`config.mk`:
```
export PLATFORM = sky130hd
export DESIGN_NAME = prefetch_unit
export DESIGN_NICKNAME = d
export VERILOG_FILES = /design/src/rtl/fetch_pkg.sv /design/src/rtl/fetch_fifo.sv /design/src/rtl/prefetch_unit.sv
export SDC_FILE = /design/constraint.sdc
export NUM_CORES = 1
export LEC_CHECK = 0
export ABC_CLOCK_PERIOD_IN_PS = 2970
export CAP_MARGIN = 10
export CORE_MARGIN = 1.5
export CORE_UTILIZATION = 63
export DETAILED_ROUTE_END_ITERATION = 12
export DONT_BUFFER_PORTS = 1
export PLACE_DENSITY = 0.91
export SYNTH_ARGS = -nofsm -noshare
export SYNTH_HDL_FRONTEND = slang
export SYNTH_SLANG_ARGS = --single-unit
```
`constraint.sdc`:
```
create_clock -name clk -period 2.97 [get_ports clk]
set_input_delay 0.4455 -clock clk [delete_from_list [all_inputs] [get_ports clk]]
set_output_delay 0.4455 -clock clk [all_outputs]
set_load 0.03 [all_outputs]
```
`src/rtl/fetch_pkg.sv`:
```
// Shared types and constants for the instruction-fetch front end.
package fetch_pkg;

  localparam int FETCH_PC_W  = 9;
  localparam int FETCH_INS_W = 32;
  localparam int PC_STEP     = 4;
  localparam int NOP_INSTR   = 0;

  typedef struct packed {
    logic [FETCH_PC_W-1:0]  pc;
    logic [FETCH_INS_W-1:0] instr;
  } fetch_entry_t;

endpackage

```
`src/rtl/fetch_fifo.sv`:
```
// Synchronous circular buffer holding prefetched {pc, instr} entries.
module fetch_fifo #(
  parameter int W     = 41,
  parameter int DEPTH = 4,
  localparam int CNT_W = $clog2(DEPTH + 1)
) (
  input  logic             clk,
  input  logic             reset,
  input  logic             clear,
  input  logic             push,
  input  logic [W-1:0]     push_data,
  input  logic             pop,
  output logic [W-1:0]     head_data,
  output logic [CNT_W-1:0] count
);
  import fetch_pkg::*;

  localparam int PTR_W = (DEPTH > 1) ? $clog2(DEPTH) : 1;

  logic [W-1:0]     mem_r [DEPTH];
  logic [PTR_W-1:0] head_r;
  logic [PTR_W-1:0] tail_r;
  logic [CNT_W-1:0] count_r;

  // Wraps at DEPTH so non-power-of-two depths work.
  function automatic logic [PTR_W-1:0] next_ptr(input logic [PTR_W-1:0] p);
    next_ptr = (p == PTR_W'(DEPTH - 1)) ? {PTR_W{1'b0}} : p + PTR_W'(1);
  endfunction

  // Pointer and occupancy bookkeeping; clear wins over push/pop.
  always_ff @(posedge clk) begin
    if (reset || clear) begin
      head_r  <= {PTR_W{1'b0}};
      tail_r  <= {PTR_W{1'b0}};
      count_r <= {CNT_W{1'b0}};
    end else begin
      if (push) tail_r <= next_ptr(tail_r);
      else      tail_r <= tail_r;
      if (pop)  head_r <= next_ptr(head_r);
      else      head_r <= head_r;
      case ({push, pop})
        2'b10:   count_r <= count_r + CNT_W'(1);
        2'b01:   count_r <= count_r - CNT_W'(1);
        default: count_r <= count_r;
      endcase
    end
  end

  // Entry storage write port.
  always_ff @(posedge clk) begin
    if (push && !clear && !reset) mem_r[tail_r] <= push_data;
  end

  assign head_data = mem_r[head_r];
  assign count     = count_r;

endmodule

```
`src/rtl/prefetch_unit.sv`:
```
// Instruction-fetch front end: PC generation, credit-checked issue, prefetch queue,
// branch redirect flush and sticky halt.
module prefetch_unit #(
  parameter int          PC_W     = 9,
  parameter int          INS_W    = 32,
  parameter int          DEPTH    = 4,
  parameter int unsigned RESET_PC = 0,
  localparam int CNT_W = $clog2(DEPTH + 1)
) (
  input  logic             clk,
  input  logic             reset,
  output logic             imem_req,
  output logic [PC_W-1:0]  imem_addr,
  input  logic [INS_W-1:0] imem_rdata,
  input  logic             redirect_valid,
  input  logic [PC_W-1:0]  redirect_pc,
  input  logic             halt,
  output logic             if_valid,
  output logic [PC_W-1:0]  if_pc,
  output logic [INS_W-1:0] if_instr,
  input  logic             id_ready,
  output logic [CNT_W-1:0] fifo_count,
  output logic             halted
);
  import fetch_pkg::*;

  localparam int EW = PC_W + INS_W;

  logic [PC_W-1:0]  fetch_pc_r;
  logic [PC_W-1:0]  inflight_pc_r;
  logic             inflight_r;
  logic             halted_r;

  logic             pop_s;
  logic             push_s;
  logic             clear_s;
  logic             issue_s;
  logic             head_valid_s;
  logic [CNT_W:0]   occ_s;
  logic [CNT_W-1:0] count_s;
  logic [EW-1:0]    head_s;

  assign head_valid_s = (count_s != {CNT_W{1'b0}});
  assign pop_s        = head_valid_s & id_ready & ~redirect_valid;
  assign push_s       = inflight_r & ~redirect_valid & ~reset;
  assign clear_s      = redirect_valid;

  // Counting the pop as a returned credit keeps full throughput even at DEPTH=2.
  assign occ_s   = {1'b0, count_s} + {{CNT_W{1'b0}}, inflight_r} - {{CNT_W{1'b0}}, pop_s};
  assign issue_s = ~reset & ~redirect_valid & ~halted_r & ~halt
                 & (occ_s < (CNT_W + 1)'(DEPTH));

  fetch_fifo #(.W(EW), .DEPTH(DEPTH)) u_fifo (
    .clk       (clk),
    .reset     (reset),
    .clear     (clear_s),
    .push      (push_s),
    .push_data ({inflight_pc_r, imem_rdata}),
    .pop       (pop_s),
    .head_data (head_s),
    .count     (count_s)
  );

  // Fetch PC: reset, then redirect, then sequential advance on issue.
  always_ff @(posedge clk) begin
    if (reset) begin
      fetch_pc_r <= PC_W'(RESET_PC);
    end else if (redirect_valid) begin
      fetch_pc_r <= {redirect_pc[PC_W-1:2], 2'b00};
    end else if (issue_s) begin
      fetch_pc_r <= fetch_pc_r + PC_W'(PC_STEP);
    end else begin
      fetch_pc_r <= fetch_pc_r;
    end
  end

  // In-flight read tracking and the sticky halt flag.
  always_ff @(posedge clk) begin
    if (reset) begin
      inflight_r    <= 1'b0;
      inflight_pc_r <= PC_W'(RESET_PC);
      halted_r      <= 1'b0;
    end else begin
      inflight_r    <= issue_s;
      inflight_pc_r <= issue_s ? fetch_pc_r : inflight_pc_r;
      halted_r      <= halted_r | halt;
    end
  end

  // Decode-facing outputs present a NOP bubble when the queue is empty.
  always_comb begin
    if_valid = 1'b0;
    if_pc    = {PC_W{1'b0}};
    if_instr = INS_W'(NOP_INSTR);
    if (head_valid_s) begin
      if_valid = 1'b1;
      if_pc    = head_s[EW-1:INS_W];
      if_instr = head_s[INS_W-1:0];
    end else begin
      if_valid = 1'b0;
    end
  end

  assign imem_req   = issue_s;
  assign imem_addr  = fetch_pc_r;
  assign fifo_count = count_s;
  assign halted     = halted_r;

endmodule

```
==> impl_results.md <==
- Layout area overhead: 12.0%
- Starting Density: 64.4%
- Worst setup path end: imem_req
- Io pins: 102
- Number of global-route vias before repair: 3987
- Largest net degree at the start of global routing: 43
- Final Critical Period: 2.91 ns
- Post-synthesis sequential area ratio: 70.8%
- Routed WL: 13.4 mm
- Port Buffer Count: 0
- Sw Pwr: 0.982 mW
- Final hold slack: 0.0821 ns
- Worst endpoint required time: 2.52 ns
- Power Density: 591 nW/um^2
- Final hold vios: 0
- Synth area leaders: edfxtp_1, mux4_2, dfxtp_1, nor2b_1, ha_1
- Top cell type's share of synthesized area: 64.0%
- Crit path largest cell delay: 0.54 ns
- TritonCTS Sinks: 181
- Setup_tns: 0 ns
- Setup ws final: 0.0553 ns
- Hold WC Path Type: in2reg
- Dpl cells: 573
- RR Endpoint: imem_addr[4]
- Fin crit share: 98.1%
- Congestion Overflow GR: 0
- Achievable Freq: 343 MHz
- Die Width: 111 um
- Worst EP arrival: 2.47 ns
- Final setup skew: 0.00881 ns
- CTS Hold Bufs: 0
- Post-DP HPWL: 8.21 mm
- RSZ-0062 raised after global routing: yes
- Worst-Margin Slew: 0.693 ns
- Critical path's slowest cell: or4_4
- Async SR Flop Fraction: 0%
- Cell row count: 39
- Comb pwr share: 1.6%
- Clock Tree Buf Depth: 2
- Clk pwr share: 40.4%
- Peak supply drop: 433 uV
- Critical path buffers and inverters: 1
- Worst-path fanout max: 3
- Layout Cells excl Fill: 607
- Cells after Synth: 426
- Slew Viols, Final: 0
- Yosys warns: 0
- Number of cells on the critical path: 8
- Net Sw Frac: 20.3%
- TritonCTS clock tree: built
- Pre-CTS setup slack: 0.0125 ns
- Routed len/inst: 22.0 um
- Status: finished, final reports clean
- Pre-antenna DRT Iters: 5
- Drt via density: 6.32
- Initial antenna violation count: 0
- Startpoint type of the worst setup path: flop
- DRC: 0
- Worst Setup Path Type: reg2out
- CTS Root Cell: clkbuf_16
- FF-to-FF path depth: 9
- Antenna Cells: 0
- Power, Total: 4.84 mW
- Vias: 3836
- Hold_sp: reset
- Nets: 508
- Leak: 2.59 nW
- Post-route ant nets: 0
- Die height: 111 um
- Share of post-route cells with drive strength above 1: 26.1%
- R2R Setup Slk: 0.27 ns
- H-Tree Depth: 4
- Post-synth EDFFs: 156
- Crit. Startpoint: u_fifo.count[2]
- CTS Buf Count: 17
- Clock Latency Late Sink: 0.42 ns
- Top delay family on crit path: simple AND/OR/NAND/NOR gates
- DIE AREA: 12300 sq um
- GP Congestion: 0.819
- Post-Synthesis Cell Area: 7320 sq um
- Max Cap Viol: 0
- First-pass GRT wire length: 21.3 mm
- Worst setup EP type: primary output
- Core Area: 11400 sq um
- Final setup fails: 0
- Register share of total power: 58.0%
- Top FF cell, synth: edfxtp_1
- GRT Util Overall: 23.0%
- Synth Register Bits: 181
- Crit-path cells: nor2_2, or3_4, ha_4, nand2_2, or4_4, and3_4, nor2_4, inv_4
- Worst reg2reg startpoint: u_fifo.count[2]
- Netlist cell types: 50
- Hold path depth: 1
- Post-synth top area cell: edfxtp_1
- Initial DRC count: 269
- Slew HR: 53.6%
- Syn avg cell area: 17.2 sq um
- Internal: 3.86 mW
- Clock-pin slew on the worst setup and hold paths: 0.06 ns
-- state kept, by name, summed over array words and instances (netlist names), named ones only --
register / flops
u_fifo.tail_r: 2
inflight_r: 1
u_fifo.count: 3
inflight_pc_r: 7
imem_addr: 7
halted: 1
u_fifo.mem_r: 156
u_fifo.head_r: 2
-- layout make-up --
| type | instances | area (sq um) |
|---|---|---|
| timing repair buffer | 31 | 258 |
| clock buffer | 19 | 433 |
| multi-input combinational | 208 | 2010 |
| inverter | 13 | 51.3 |
| tap | 143 | 179 |
| fill | 673 | 3170 |
| sequential | 181 | 5190 |
| clock inverter | 12 | 82.6 |
-- through the flow --
stage	area (sq um)	util (%)
global route	8200	72.1
finish	8200	72.1
detailed placement	7620	67.0
floorplan	7330	-
CTS	8190	72.0
global placement	7620	67.0
-- layer usage --
layer  GRT usage [%]  part of all wire [%]  vias up
li1                -                     -     1704
met1            29.0                    39     1967
met2            38.7                    53      154
met3            7.98                   7.5       11
met4            5.90                   1.0        0
met5               0                     0        -
-- cells in the mapped netlist (2+ instances only) --
library cell,number
edfxtp_1,156
nor2b_1,40
mux4_2,39
dfxtp_1,25
a21oi_1,18
inv_1,13
nand3_1,13
nor2_1,13
o21ai_0,13
clkbuf_1,12
nand2_1,12
ha_1,9
buf_2,6
buf_4,6
and3_1,4
nor3_1,4
nor4_1,4
o211ai_1,3
or3_1,3
or4_4,2
xor2_1,2
-- repair_timing --
action	4_1_cts	5_1_grt
gates resized for setup	6	5
setup buffers	3	0
pin swaps	2	1
setup endpoints to repair	1	1
-- cell families after synthesis --
logic type	count (synthesis)	share of synthesized area, %
buffers and inverters	40	2.58
adders and majority gates	10	1.81
DFF	181	70.8
other	1	0.0512
AOI/OAI and AO/OA	46	3.91
xor gates and xnor gates	3	0.359
muxes	40	12.1
and+or+nand+nor	105	8.34
-- power by group through the flow --
stage / sequential, mW / clock, mW / combinational (mW)
finish: 2.81 / 1.96 / 0.0756
global route: 2.81 / 2.08 / 0.0822
CTS: 2.81 / 1.99 / 0.0747
detailed placement: 2.86 / 0 / 0.0723
global placement: 2.86 / 0 / 0.0695
floorplan: 2.86 / 0 / 0.0701
-- worst min-delay path by stage --
stage                          end  slack [ns]
6_report              imem_addr[3]        0.08
5_1_grt           inflight_pc_r[7]        0.06
4_1_cts               imem_addr[3]        0.06
3_5_place_dp   u_fifo.mem_r[0][36]        0.49
3_3_place_gp   u_fifo.mem_r[2][35]        0.48
2_1_floorplan  u_fifo.mem_r[0][34]        0.46
-- cells in the final DEF, fill, tap and decap left out, drive strengths merged, types with 2 or more instances in the layout --
| cell | netlist | final |
|---|---|---|
| edfxtp | 156 | 156 |
| mux4 | 39 | 39 |
| a21oi | 18 | 18 |
| o21ai | 14 | 14 |
| nor3 | 5 | 5 |
| inv | 13 | 15 |
| nor4 | 4 | 4 |
| buf | 14 | 31 |
| nand3 | 13 | 13 |
| or4 | 3 | 3 |
| and3 | 5 | 5 |
| nor2 | 13 | 13 |
| dfxtp | 25 | 25 |
| clkinv | 0 | 6 |
| conb | 1 | 4 |
| nor3b | 2 | 2 |
| clkinvlp | 0 | 4 |
| clkbuf | 13 | 19 |
| xor2 | 2 | 2 |
| ha | 9 | 9 |
| nand2b | 2 | 2 |
| nor2b | 40 | 40 |
| or3 | 3 | 3 |
| nand2 | 12 | 12 |
| o211ai | 3 | 3 |
Note: power is estimated with default switching activity, not from simulation.
